<file path="src/rtl/seq_mul_pkg.sv">
// seq_mul_pkg: shared FSM encoding and sizing helper for the sequential multiplier
package seq_mul_pkg;
  typedef enum logic [1:0] {IDLE, CALC, FINISH} state_t;
  function automatic int cnt_w(input int w);
    return $clog2(w + 1);
  endfunction
endpackage

</file>
<file path="src/rtl/seq_mul_ctrl.sv">
// seq_mul_ctrl: IDLE/CALC/FINISH sequencer with iteration counter
module seq_mul_ctrl
  import seq_mul_pkg::*;
#(
  parameter int WIDTH = 8
) (
  input  logic clk,
  input  logic rst,
  input  logic start,
  output logic load,
  output logic step,
  output logic finish,
  output logic ready,
  output logic done
);
  localparam int CW = cnt_w(WIDTH);
  state_t state, state_n;
  logic [CW-1:0] cnt;
  always_ff @(posedge clk or negedge rst) begin
    if (!rst) begin
      state <= IDLE;
      cnt <= '0;
    end else begin
      state <= state_n;
      cnt <= load ? '0 : step ? cnt + 1'b1 : cnt;
    end
  end
  // FINISH also accepts start, giving back-to-back operation
  always_comb begin
    ready = state != CALC;
    done = state == FINISH;
    step = state == CALC;
    load = ready && start;
    finish = step && cnt == CW'(WIDTH - 1);
    state_n = load ? CALC : finish ? FINISH : step ? CALC : IDLE;
  end
endmodule

</file>
<file path="src/rtl/seq_mul_datapath.sv">
// seq_mul_datapath: magnitude capture, shift-add accumulator and sign-corrected product register
module seq_mul_datapath #(
  parameter int WIDTH = 8
) (
  input  logic               clk,
  input  logic               rst,
  input  logic               load,
  input  logic               step,
  input  logic               finish,
  input  logic               mode_signed,
  input  logic [WIDTH-1:0]   in_1,
  input  logic [WIDTH-1:0]   in_2,
  output logic [2*WIDTH-1:0] out
);
  logic [WIDTH-1:0]   mcand, mplier, mag_1, mag_2, mplier_n;
  logic [WIDTH:0]     acc, sum, acc_n;
  logic [2*WIDTH-1:0] prod;
  logic               neg;
  // The final step's shifted product is written straight into out so it is valid in the done cycle
  always_comb begin
    mag_1 = mode_signed && in_1[WIDTH-1] ? -in_1 : in_1;
    mag_2 = mode_signed && in_2[WIDTH-1] ? -in_2 : in_2;
    sum = acc + (mplier[0] ? {1'b0, mcand} : '0);
    acc_n = {1'b0, sum[WIDTH:1]};
    mplier_n = {sum[0], mplier[WIDTH-1:1]};
    prod = {acc_n[WIDTH-1:0], mplier_n};
  end
  always_ff @(posedge clk or negedge rst) begin
    if (!rst) begin
      mcand <= '0;
      mplier <= '0;
      acc <= '0;
      neg <= 1'b0;
      out <= '0;
    end else begin
      if (load) begin
        mcand <= mag_1;
        mplier <= mag_2;
        acc <= '0;
        neg <= mode_signed && (in_1[WIDTH-1] ^ in_2[WIDTH-1]);
      end else if (step) begin
        acc <= acc_n;
        mplier <= mplier_n;
      end
      if (finish) out <= neg ? -prod : prod;
    end
  end
endmodule

</file>
<file path="src/rtl/seq_multiplier.sv">
// seq_multiplier: fixed-latency signed/unsigned shift-add multiplier (datapath + controller)
module seq_multiplier #(
  parameter int WIDTH = 8
) (
  input  logic               clk,
  input  logic               rst,
  input  logic               start,
  input  logic               mode_signed,
  input  logic [WIDTH-1:0]   in_1,
  input  logic [WIDTH-1:0]   in_2,
  output logic [2*WIDTH-1:0] out,
  output logic               ready,
  output logic               done
);
  logic load, step, finish;
  seq_mul_ctrl #(.WIDTH(WIDTH)) u_ctrl (
    .clk(clk), .rst(rst), .start(start), .load(load), .step(step),
    .finish(finish), .ready(ready), .done(done)
  );
  seq_mul_datapath #(.WIDTH(WIDTH)) u_dp (
    .clk(clk), .rst(rst), .load(load), .step(step), .finish(finish),
    .mode_signed(mode_signed), .in_1(in_1), .in_2(in_2), .out(out)
  );
endmodule

</file>
<file path="config.mk">
export PLATFORM = sky130hd
export DESIGN_NAME = seq_multiplier
export DESIGN_NICKNAME = d
export VERILOG_FILES = /design/src/rtl/seq_mul_pkg.sv /design/src/rtl/seq_mul_ctrl.sv /design/src/rtl/seq_mul_datapath.sv /design/src/rtl/seq_multiplier.sv
export SDC_FILE = /design/constraint.sdc
export NUM_CORES = 1
export LEC_CHECK = 0
export ABC_AREA = 1
export CAP_MARGIN = 5
export CORE_MARGIN = 10
export CORE_UTILIZATION = 35
export CTS_CLUSTER_DIAMETER = 80
export DETAILED_ROUTE_END_ITERATION = 16
export GPL_ROUTABILITY_DRIVEN = 0
export SETUP_SLACK_MARGIN = 0.02
export SLEW_MARGIN = 20
export SYNTH_ARGS = -nofsm -noshare
export SYNTH_HDL_FRONTEND = slang
export SYNTH_SLANG_ARGS = --single-unit
</file>
<file path="constraint.sdc">
create_clock -name clk -period 2.7 [get_ports clk]
set_clock_uncertainty 0.1 [all_clocks]
set_input_delay 0.81 -clock clk [delete_from_list [all_inputs] [get_ports clk]]
set_output_delay 0.81 -clock clk [all_outputs]
set_load 0.05 [all_outputs]
</file>
* After elaboration in Yosys (flattened, before gate mapping) *
Cells that the tools add are included.

storage, ports and cells
  bits in registers = 48
  bits in latches = 0
  bits in writable memories = 0
  ROM bits = 0
  output and inout port bits = 18
  logic and storage cells = 36
  memories = 0

cells by class
  add/subtract/negate cells = 5
  multipliers = 0
  div/mod/pow operators = 0
  order comparisons = 0
  equality and inequality tests = 4
  shift-type cells = 0
  multiplexer cells = 13
  bitwise gates (word level) = 1
  reduce and logical (&&, ||, !) cells = 6

operators by type and width
  cell                                                   number
  2-to-1 mux 8 bit                                       5
  2-to-1 mux 9 bit                                       2
  2-to-1 mux 16 bit                                      1
  negation 16 bit                                        1
  negation 8 bit                                         2
  adder 9 bit                                            1
  2-to-1 mux 4 bit                                       2
  logical AND 1 bit                                      5
  adder 4 x 1 -> 4 bit, second input constant            1
  == test 4 x 3 -> 1 bit, second input constant          1
  2-to-1 mux 2 bit                                       2
  == test 2 x 1 -> 1 bit, second input constant          1
  == test 2 bit, second input constant                   1
  inequality test 2 x 1 -> 1 bit, second input constant  1
  nonzero test 2 bit                                     1
  2-to-1 mux 1 bit                                       1
  XOR 1 bit                                              1

* Logic depth before layout (Yosys ltp) *
Gate-level depths: netlist of run 1.

  depth in word-level cells = 4
  mapped depth = 17

* Modules after synthesis *
A second synthesis of run 1 with hierarchy kept.

second synthesis, totals
  cell total of the unflattened synthesis = 397
  area total of the unflattened synthesis = 2969.1 um^2

by module, submodules not included
  module            instances  cells an instance  area each (um^2)  sequential area each (um^2)
  seq_mul_datapath  1          358                2657.5            1026.0
  seq_mul_ctrl      1          39                 311.5             150.1

* Worst setup path before layout of run 1 *
OpenSTA, ideal clock, no wires.

  path kind = flip-flop to flip-flop
  start point = reg u_dp.mplier[0]
  end point = reg u_dp.out[12]
  setup time = 122 ps
  arrival = 2041 ps
  data required time = 2478 ps
  slack = 437 ps
  cell stages (with the launch flop) = 11
  period minus slack after synthesis = 2263 ps
  cell sequence = dfrtp_1 clkbuf_1 nand2_1 inv_1 ha_1 fa_1 xnor2_2 nand4_1 o21ai_1 xor2_1 o21ai_1

between the ends
  longest elaborated chain between the ends = 4

ends and longest elaborated chain
  element                   line                    text
  start: declaration        seq_mul_datapath.sv:15  logic [WIDTH-1:0] mcand, mplier, mag_1, mag_2, mplier_n;
  start signal: assignment  seq_mul_datapath.sv:38  mplier <= mag_2;
  start signal: assignment  seq_mul_datapath.sv:43  mplier <= mplier_n;
  2-to-1 mux 8 bit (*)      seq_mul_datapath.sv:23  sum = acc + (mplier[0] ? {1'b0, mcand} : '0);
  adder 9 bit (*)           seq_mul_datapath.sv:23
  negation 16 bit           seq_mul_datapath.sv:45  if (finish) out <= neg ? -prod : prod;
  2-to-1 mux 16 bit (*)     seq_mul_datapath.sv:45
  end signal: assignment    seq_mul_datapath.sv:45
  end: declaration          seq_mul_datapath.sv:13  output logic [2*WIDTH-1:0] out

Mark *: on every way between the ends. The rest lies on a longest branch, timed or not.
A chain may end at the register's enable or synchronous reset.

* Worst setup path in the final report of run 1 *
  start point = reg u_ctrl.state[0]
  end point = out done

between the ends
  longest elaborated chain between the ends = 1

ends and longest elaborated chain
  element                   line                  text
  start: declaration        seq_mul_ctrl.sv:17    state_t state, state_n;
  start signal: assignment  seq_mul_ctrl.sv:24    state <= state_n;
  == test 2 bit             seq_mul_ctrl.sv:31    done = state == FINISH;
  end: declaration          seq_multiplier.sv:13  output logic done

Every way passes these cells.

==> results.md, run 1 <==
* CP Capture Type: output pin
* TritonCTS clock tree: done
* H-tree depth at 2
* Sequential area share after synthesis at about two fifths
* Net Sw Power at about 2.2 mW
* Max-slew violations at 0
* # setup viols final at 0
* Critical path required time at 1.79 ns
* CP max stage delay at ~0.82 ns
* CP Max Fanout at 2
* Die span in x at around 110 um
* Reg2Reg Launch Point: u_dp.mplier[0]
* Number of global-route vias before repair at around 2,500
* Synth Area per Inst at 7.59 um2
* Lkg Pwr at around 1.8 nW
* Fin nets at between 400 and 500
* Syn Nets at roughly 420
* CP Data Arrival Time at about 1.7 ns
* Post-Synth Adder-Cell Area at under 10%
* Synth Area in Simple Gates at approximately a quarter
* DP HPWL at ~5400 um
* Pwr dens at approximately 1200 nW/um2
* Maximum vdd drop at around 0.00043 V
* CTS buffer count at 5
* Switch share at between 40% and 50%
* Gr usage total at 11.1%
* #FFs+latches synth at between 40 and 50
* Design Area, Final at around 3600 um2
* Sequential power share at approximately 29%
* Synthesized area at between 2000 and 3000 um2
* Gate power share at approximately 60%
* Mux share of post-synthesis cell area at 0%
* # rows at 33
* Via/cell ratio at ~4.8
* Syn Inst Count at 389
* RSZ-0062 raised after global routing: no
* Internal power at around 2.2 mW
* Remaining global-route overflow at 0
* Yosys cell types at 34
* 1st-iter DRT viols at roughly 150
* Worst hold stages at 2
* Setup_tns at 0 ns
* Worst rel slew slack at 54.6%
* Slowest CP cell: clkdlybuf4s50_1
* Post-synthesis xor/xnor area fraction at 5.89%
* Synth-to-Final Area Change at 20.3%
* I/O Pins at 38
* Postcts setup bufs at 0
* Worst hold path startpoint: u_dp.out[15]
* Clock-pin slew on the worst setup and hold paths at 0.10 ns
* DRC Markers at 0
* Final min period at 2.57 ns
* FMAX at a little under 400 MHz
* Initial antenna violation count at 0
* Clock Sinks at 47
* Fin worst setup slack at roughly 0.13 ns
* Synth Area in Compound Gates at roughly 13%
* Max cap viols at 0
* Pre-CTS setup slack at between 0.2 and 0.25 ns
* Routed length per instance at about 13 um
* First-pass GRT wire length at about 12,000 um
* Layout cell share with drive strength beyond 1 at approximately a tenth
* DRT Wirelength at ~7000 um
* Clock share of power at 12.2%
* R2R cell count at 12
* Reg2Reg Setup Slack at around 0.37 ns
* Largest family of logic cells by synthesized area: simple AND/OR/NAND/NOR gates
* Hold path endpoint: u_dp.out[15]
* Crit start category: register
* Chip height at ~110 um
* Clock root buffer: clkbuf_8
* YS warnings at 0
* Cts hold-fix bufs at 0
* First-pass DRT Iterations at 4
* Clk buf depth at 2
* Resize count post-CTS at 0
* Initial Util at 35.9%
* Hold crit path type: register to register
* Final hold vios at 0
* R2R Path End: u_dp.out[14]
* Worst-path cell chain: nor2_1, clkdlybuf4s50_1
* Core area at just over 8000 um2
* WS Path Type: register to output pin
* Post-DP Area at about 3400 um2
* Pin count of the biggest net entering global routing at 30
* IO buf count at 37
* Post-DRT Antenna Nets at 0
* Status: finished, final reports clean
* Die area at 12,500 um2
* Worst-Margin Slew at 0.682 ns
* Crit share post-route at between 90 and 100%
* DR vias at 2,584
* Clock latency on the worst-skew pair at between 0.3 and 0.4 ns
* Antenna diode count at 0
registers in the layout, indices dropped and copies added (netlist names):
| signal | count |
|---|---|
| u_dp.mcand | 8 |
| u_ctrl.state | 2 |
| u_ctrl.cnt | 4 |
| u_dp.neg | 1 |
| u_dp.out | 16 |
| u_dp.mplier | 8 |
| u_dp.acc | 8 |
layout by cell type (no fill, tap or decap), types with 2 or more instances in the layout:
cell             count
nand3_1             23
nand4_1              3
buf_4                6
nand3_2              4
a21oi_1             14
o21ai_1             14
nor3_1               4
o221ai_1             4
xnor2_1              2
xor2_1              16
dfrtp_1             47
nor2_2               4
o21ai_0             32
nand2_1             97
ha_1                12
nor2_1              24
clkbuf_8             5
nand2_2             11
clkdlybuf4s50_1     35
inv_1               47
o211ai_1             3
inv_2                7
worst max path at each step:
stage | slack, ns | cells after the start | endpoint | start
after floorplan | 0.44 | 10 | u_dp.out[12] | u_dp.mplier[0]
after global placement | 0.27 | 10 | u_dp.mplier[6] | in_2[0]
after detailed placement | 0.24 | 10 | u_dp.mplier[6] | in_2[0]
after CTS | 0.10 | 2 | done | u_ctrl.state[0]
after global routing | 0.07 | 2 | done | u_ctrl.state[0]
final | 0.13 | 2 | done | u_ctrl.state[0]
logic make-up (layout without fill, tap and decap cells):
kind of cell	count (synthesis)	in the layout
xor gates and xnor gates	19	19
and+or+nand+nor	174	174
adders and majority gates	13	13
AOI/OAI and AO/OA	72	72
DFF	47	47
buffers and inverters	64	105
Yosys cell counts, drive strengths merged:
master  count  share of area (%)
nand2     108                 15
inv        55                7.1
dfrtp      47                 40
o21ai      46                7.8
nor2       29                4.6
nand3      27                5.3
xor2       16                4.7
a21oi      14                2.4
ha         12                5.1
buf         5                1.1
clkbuf      4               0.51
nor3        4               0.68
o221ai      4                1.2
nand4       3               0.64
o211ai      3               0.76
xnor2       3                1.1
a211oi      1               0.25
a22o        1               0.30
a22oi       1               0.25
a31oi       1               0.21
and3        1               0.21
fa          1               0.68
nand3b      1               0.25
nor4        1               0.21
o31ai       1               0.25
metrics by stage:
step	instances	util [%]	power [mW]	hold slack [ns]
2_1_floorplan	389	-	3.24	0.353
3_3_place_gp	527	41.8	3.88	0.366
3_5_place_dp	527	41.8	3.93	0.373
4_1_cts	535	43.2	4.48	0.399
5_1_grt	535	43.2	4.86	0.418
6_report	535	43.2	4.44	0.391
cell type report:
cell class                 instances  area [um2]
fill                             853        4660
multi-input combinational        278        1520
sequential                        47        1180
timing repair buffer              42         400
inverter                          55         209
tap                              105         131
clock buffer                       5        68.8
clock inverter                     3        46.3
critical path, delay by kind of cell, from the launching register on:
family | cells | cell delay (ns)
AND/OR/NAND/NOR | 1 | 0.13
buffers and inverters | 1 | 0.82
flip-flops | 1 | 0.40
power by group through the flow:
stage	clock (mW)	combinational (mW)	sequential, mW
4_1_cts	0.558	2.62	1.30
2_1_floorplan	0	1.66	1.58
5_1_grt	0.582	2.93	1.35
3_3_place_gp	0	2.58	1.31
3_5_place_dp	0	2.62	1.31
6_report	0.540	2.60	1.30
layer usage:
layer / track usage, % / share of wire (%) / vias up
met5: 0 / 0 / -
met4: 4.80 / 1.9 / 0
met3: 2.84 / 6.1 / 12
met2: 16.8 / 43 / 55
met1: 14.5 / 49 / 1183
li1: - / - / 1334
Note: power is estimated with default switching activity, not from simulation.
==> run 2: changes to the inputs <==
--- a/config.mk
+++ b/config.mk
@@ -8,10 +8,11 @@
 export ABC_AREA = 1
 export CAP_MARGIN = 5
 export CORE_MARGIN = 10
-export CORE_UTILIZATION = 35
+export CORE_UTILIZATION = 56
 export CTS_CLUSTER_DIAMETER = 80
 export DETAILED_ROUTE_END_ITERATION = 16
 export GPL_ROUTABILITY_DRIVEN = 0
+export PLACE_DENSITY = 0.81
 export SETUP_SLACK_MARGIN = 0.02
 export SLEW_MARGIN = 20
 export SYNTH_ARGS = -nofsm -noshare
==> run 2 against run 1 <==
  * First-iteration DRC count increased by 39%
  * Die area is 31% lower
  * Largest cell class unchanged
  * Worst setup slack better by 0.012 ns
  * Highest routed layer unchanged
  * Design area shrank 1.4%
  * Largest power group unchanged
==> results.md, run 2 (synthesis results as in run 1) <==
* Status: finished, final reports clean
* Worst rel slew slack at 66.1% (+12 points)
* Layout cell share with drive strength beyond 1 at 10.0% (-0.21 points)
* CTS buffer count at 5 (unchanged)
* Hold crit path type: primary input to async pin
* # rows at 26 (-21%)
* Fin util at 68.6% (+25 points)
* Number of global-route vias before repair at 2,642 (+5.4%)
* Cts hold-fix bufs at 0 (unchanged)
* Clock root buffer: clkbuf_8
* Internal power at 2.25 mW (+0.60%)
* Gate power share at 59.0% (+0.4 points)
* Synth-to-Final Area Change at 18.7%
* Max-slew violations at 0 (unchanged)
* Clk buf depth at 2 (unchanged)
* Final hold vios at 0 (unchanged)
* Area occupied by multi-input gates at 1520 um2 (unchanged)
* Pwr dens at 1270 nW/um2 (+1.8%)
* Chip height at 92.6 um (-17%)
* Reg area at 1180 um2 (unchanged)
* Worst-path cell chain: nor2_1, clkdlybuf4s50_1
* First-pass GRT wire length at 11,600 um (-2.6%)
* Resize count post-CTS at 0 (unchanged)
* Slowest CP cell: clkdlybuf4s50_1
* Commonest non-fill, non-tap cell in the layout: nand2_1
* Fillcell total at 449 (-47%)
* Core area at 5110 um2 (-38%)
* Crit share post-route at 94.7% (-0.43 points)
* Initial Util at 57.8% (+22 points)
* Crit start category: register
* Switch share at 49.6% (-0.075 points)
* H-tree depth at 2 (unchanged)
* Maximum vdd drop at 0.000494 V (+16%)
* Clock Sinks at 47 (unchanged)
* FMAX at 391 MHz (+0.46%)
* Max reg flops at 16 (unchanged)
* 1st-iter DRT viols at 202 (+39%)
* Clock share of power at 11.9% (-0.3 points)
* Routed length per instance at 13.3 um (+3.1%)
* Postcts setup bufs at 0 (unchanged)
* Largest register by flop count: u_dp.out
* DP HPWL at 5250 um (-3.4%)
* First-pass DRT Iterations at 4 (unchanged)
* Setup_tns at 0 ns (unchanged)
* DRC Markers at 0 (unchanged)
* CP Data Arrival Time at 1.65 ns (about the same)
* Initial antenna violation count at 0 (unchanged)
* CP max stage delay at 0.83 ns (about the same)
* Gr usage total at 16.1% (+5.0 points)
* # setup viols final at 0 (unchanged)
* Net Sw Power at 2.21 mW (+0.29%)
* Post-DRT Antenna Nets at 0 (unchanged)
* Die span in x at 92.6 um (-17%)
* Max cap viols at 0 (unchanged)
* RSZ-0062 raised after global routing: no
* WS Path Type: register to output pin
* CP Max Fanout at 2 (unchanged)
* IO buf count at 37 (unchanged)
* Fin nets at 461 (-0.22%)
* I/O Pins at 38 (unchanged)
* Clock latency on the worst-skew pair at 0.30 ns (about the same)
* TritonCTS clock tree: done
* Most frequent cells in the layout: 97 x nand2_1, 47 x inv_1, 47 x dfrtp_1
* CP Capture Type: output pin
* Sequential power share at 29.1% (-0.2 points)
* Lkg Pwr at 1.76 nW (about the same)
* Antenna diode count at 0 (unchanged)
* Final min period at 2.56 ns (-0.0117 ns)
* Via/cell ratio at 5.26 (+9.0%)
* DR vias at 2,627 (+1.7%)
* Worst-Margin Slew at 0.506 ns (-0.175 ns)
* Pin count of the biggest net entering global routing at 27 (-10%)
* Critical path required time at 1.79 ns (about the same)
* Clock-pin slew on the worst setup and hold paths at 0.08 ns (-0.02 ns)
* Remaining global-route overflow at 0 (unchanged)
* Die area at 8580 um2 (-31%)
* DRT Wirelength at 6620 um (-3.9%)
-- run 2: cell types whose count changed in the layout (fill, tap and decap cells not counted) --
cell,delta
buf_4,-1
clkbuf_8,+1
clkinv_2,+1
clkinvlp_4,-1
inv_6,-1
-- run 2: metrics by stage --
| stage | instances | hold WS (ns) | power, mW | worst slack (ns) | cell area, um2 |
|---|---|---|---|---|---|
| floorplan | 389 | 0.353 | 3.24 | 0.437 | 2950 |
| global placement | 491 | 0.364 | 3.82 | 0.316 | 3390 |
| detailed placement | 491 | 0.370 | 3.92 | 0.223 | 3390 |
| CTS | 499 | 0.316 | 4.47 | 0.121 | 3500 |
| global route | 499 | 0.322 | 4.86 | 0.0419 | 3500 |
| finish | 499 | 0.306 | 4.46 | 0.143 | 3500 |
-- run 2: final timing paths --
| kind | from | endpoint | slack [ns] | cells after the start |
|---|---|---|---|---|
| min in group clk | u_dp.out[15] | u_dp.out[15] | 0.39 | 2 |
| worst max-delay path | u_ctrl.state[0] | done | 0.14 | 2 |
| max in group asynchronous | rst | u_dp.acc[1] | 1.66 | 2 |
| worst min-delay path | rst | u_dp.mcand[7] | 0.31 | 1 |
| worst min register to register | u_dp.out[15] | u_dp.out[15] | 0.39 | 2 |
| worst max register to register | u_dp.mplier[0] | u_dp.out[12] | 0.25 | 9 |
-- run 2: area by class of cell --
| type | count | share of cell area, % |
|---|---|---|
| Timing Repair Buffer | 41 | 11.2 |
| Clock buffer | 6 | 2.36 |
| Clock inverter | 2 | 1.00 |
| Inverter | 55 | 5.96 |
| Multi-Input combinational cell | 278 | 43.4 |
| Tap cell | 70 | 2.50 |
| Sequential cell | 47 | 33.6 |
-- run 2: metal layers --
layer,vias to the layer above,GRT usage (%),part of all wire (%)
met5,-,0,0
met4,0,6.68,0.92
met3,6,4.20,6.2
met2,74,27.1,49
met1,1207,18.9,44
li1,1340,-,-
-- run 2: power groups by stage --
stage                     logic (mW)  clock network, mW  registers (mW)
after CTS                       2.64              0.534            1.29
after floorplan                 1.66                  0            1.58
final                           2.63              0.531            1.30
after detailed placement        2.62                  0            1.30
after global routing            2.94              0.577            1.35
after global placement          2.54                  0            1.28
-- run 2: critical path: cells and delay by family (launching register included) --
| kind | cells | cell delay, ns |
|---|---|---|
| DFF | 1 | 0.39 |
| buffers and inverters | 1 | 0.83 |
| and+or+nand+nor | 1 | 0.13 |
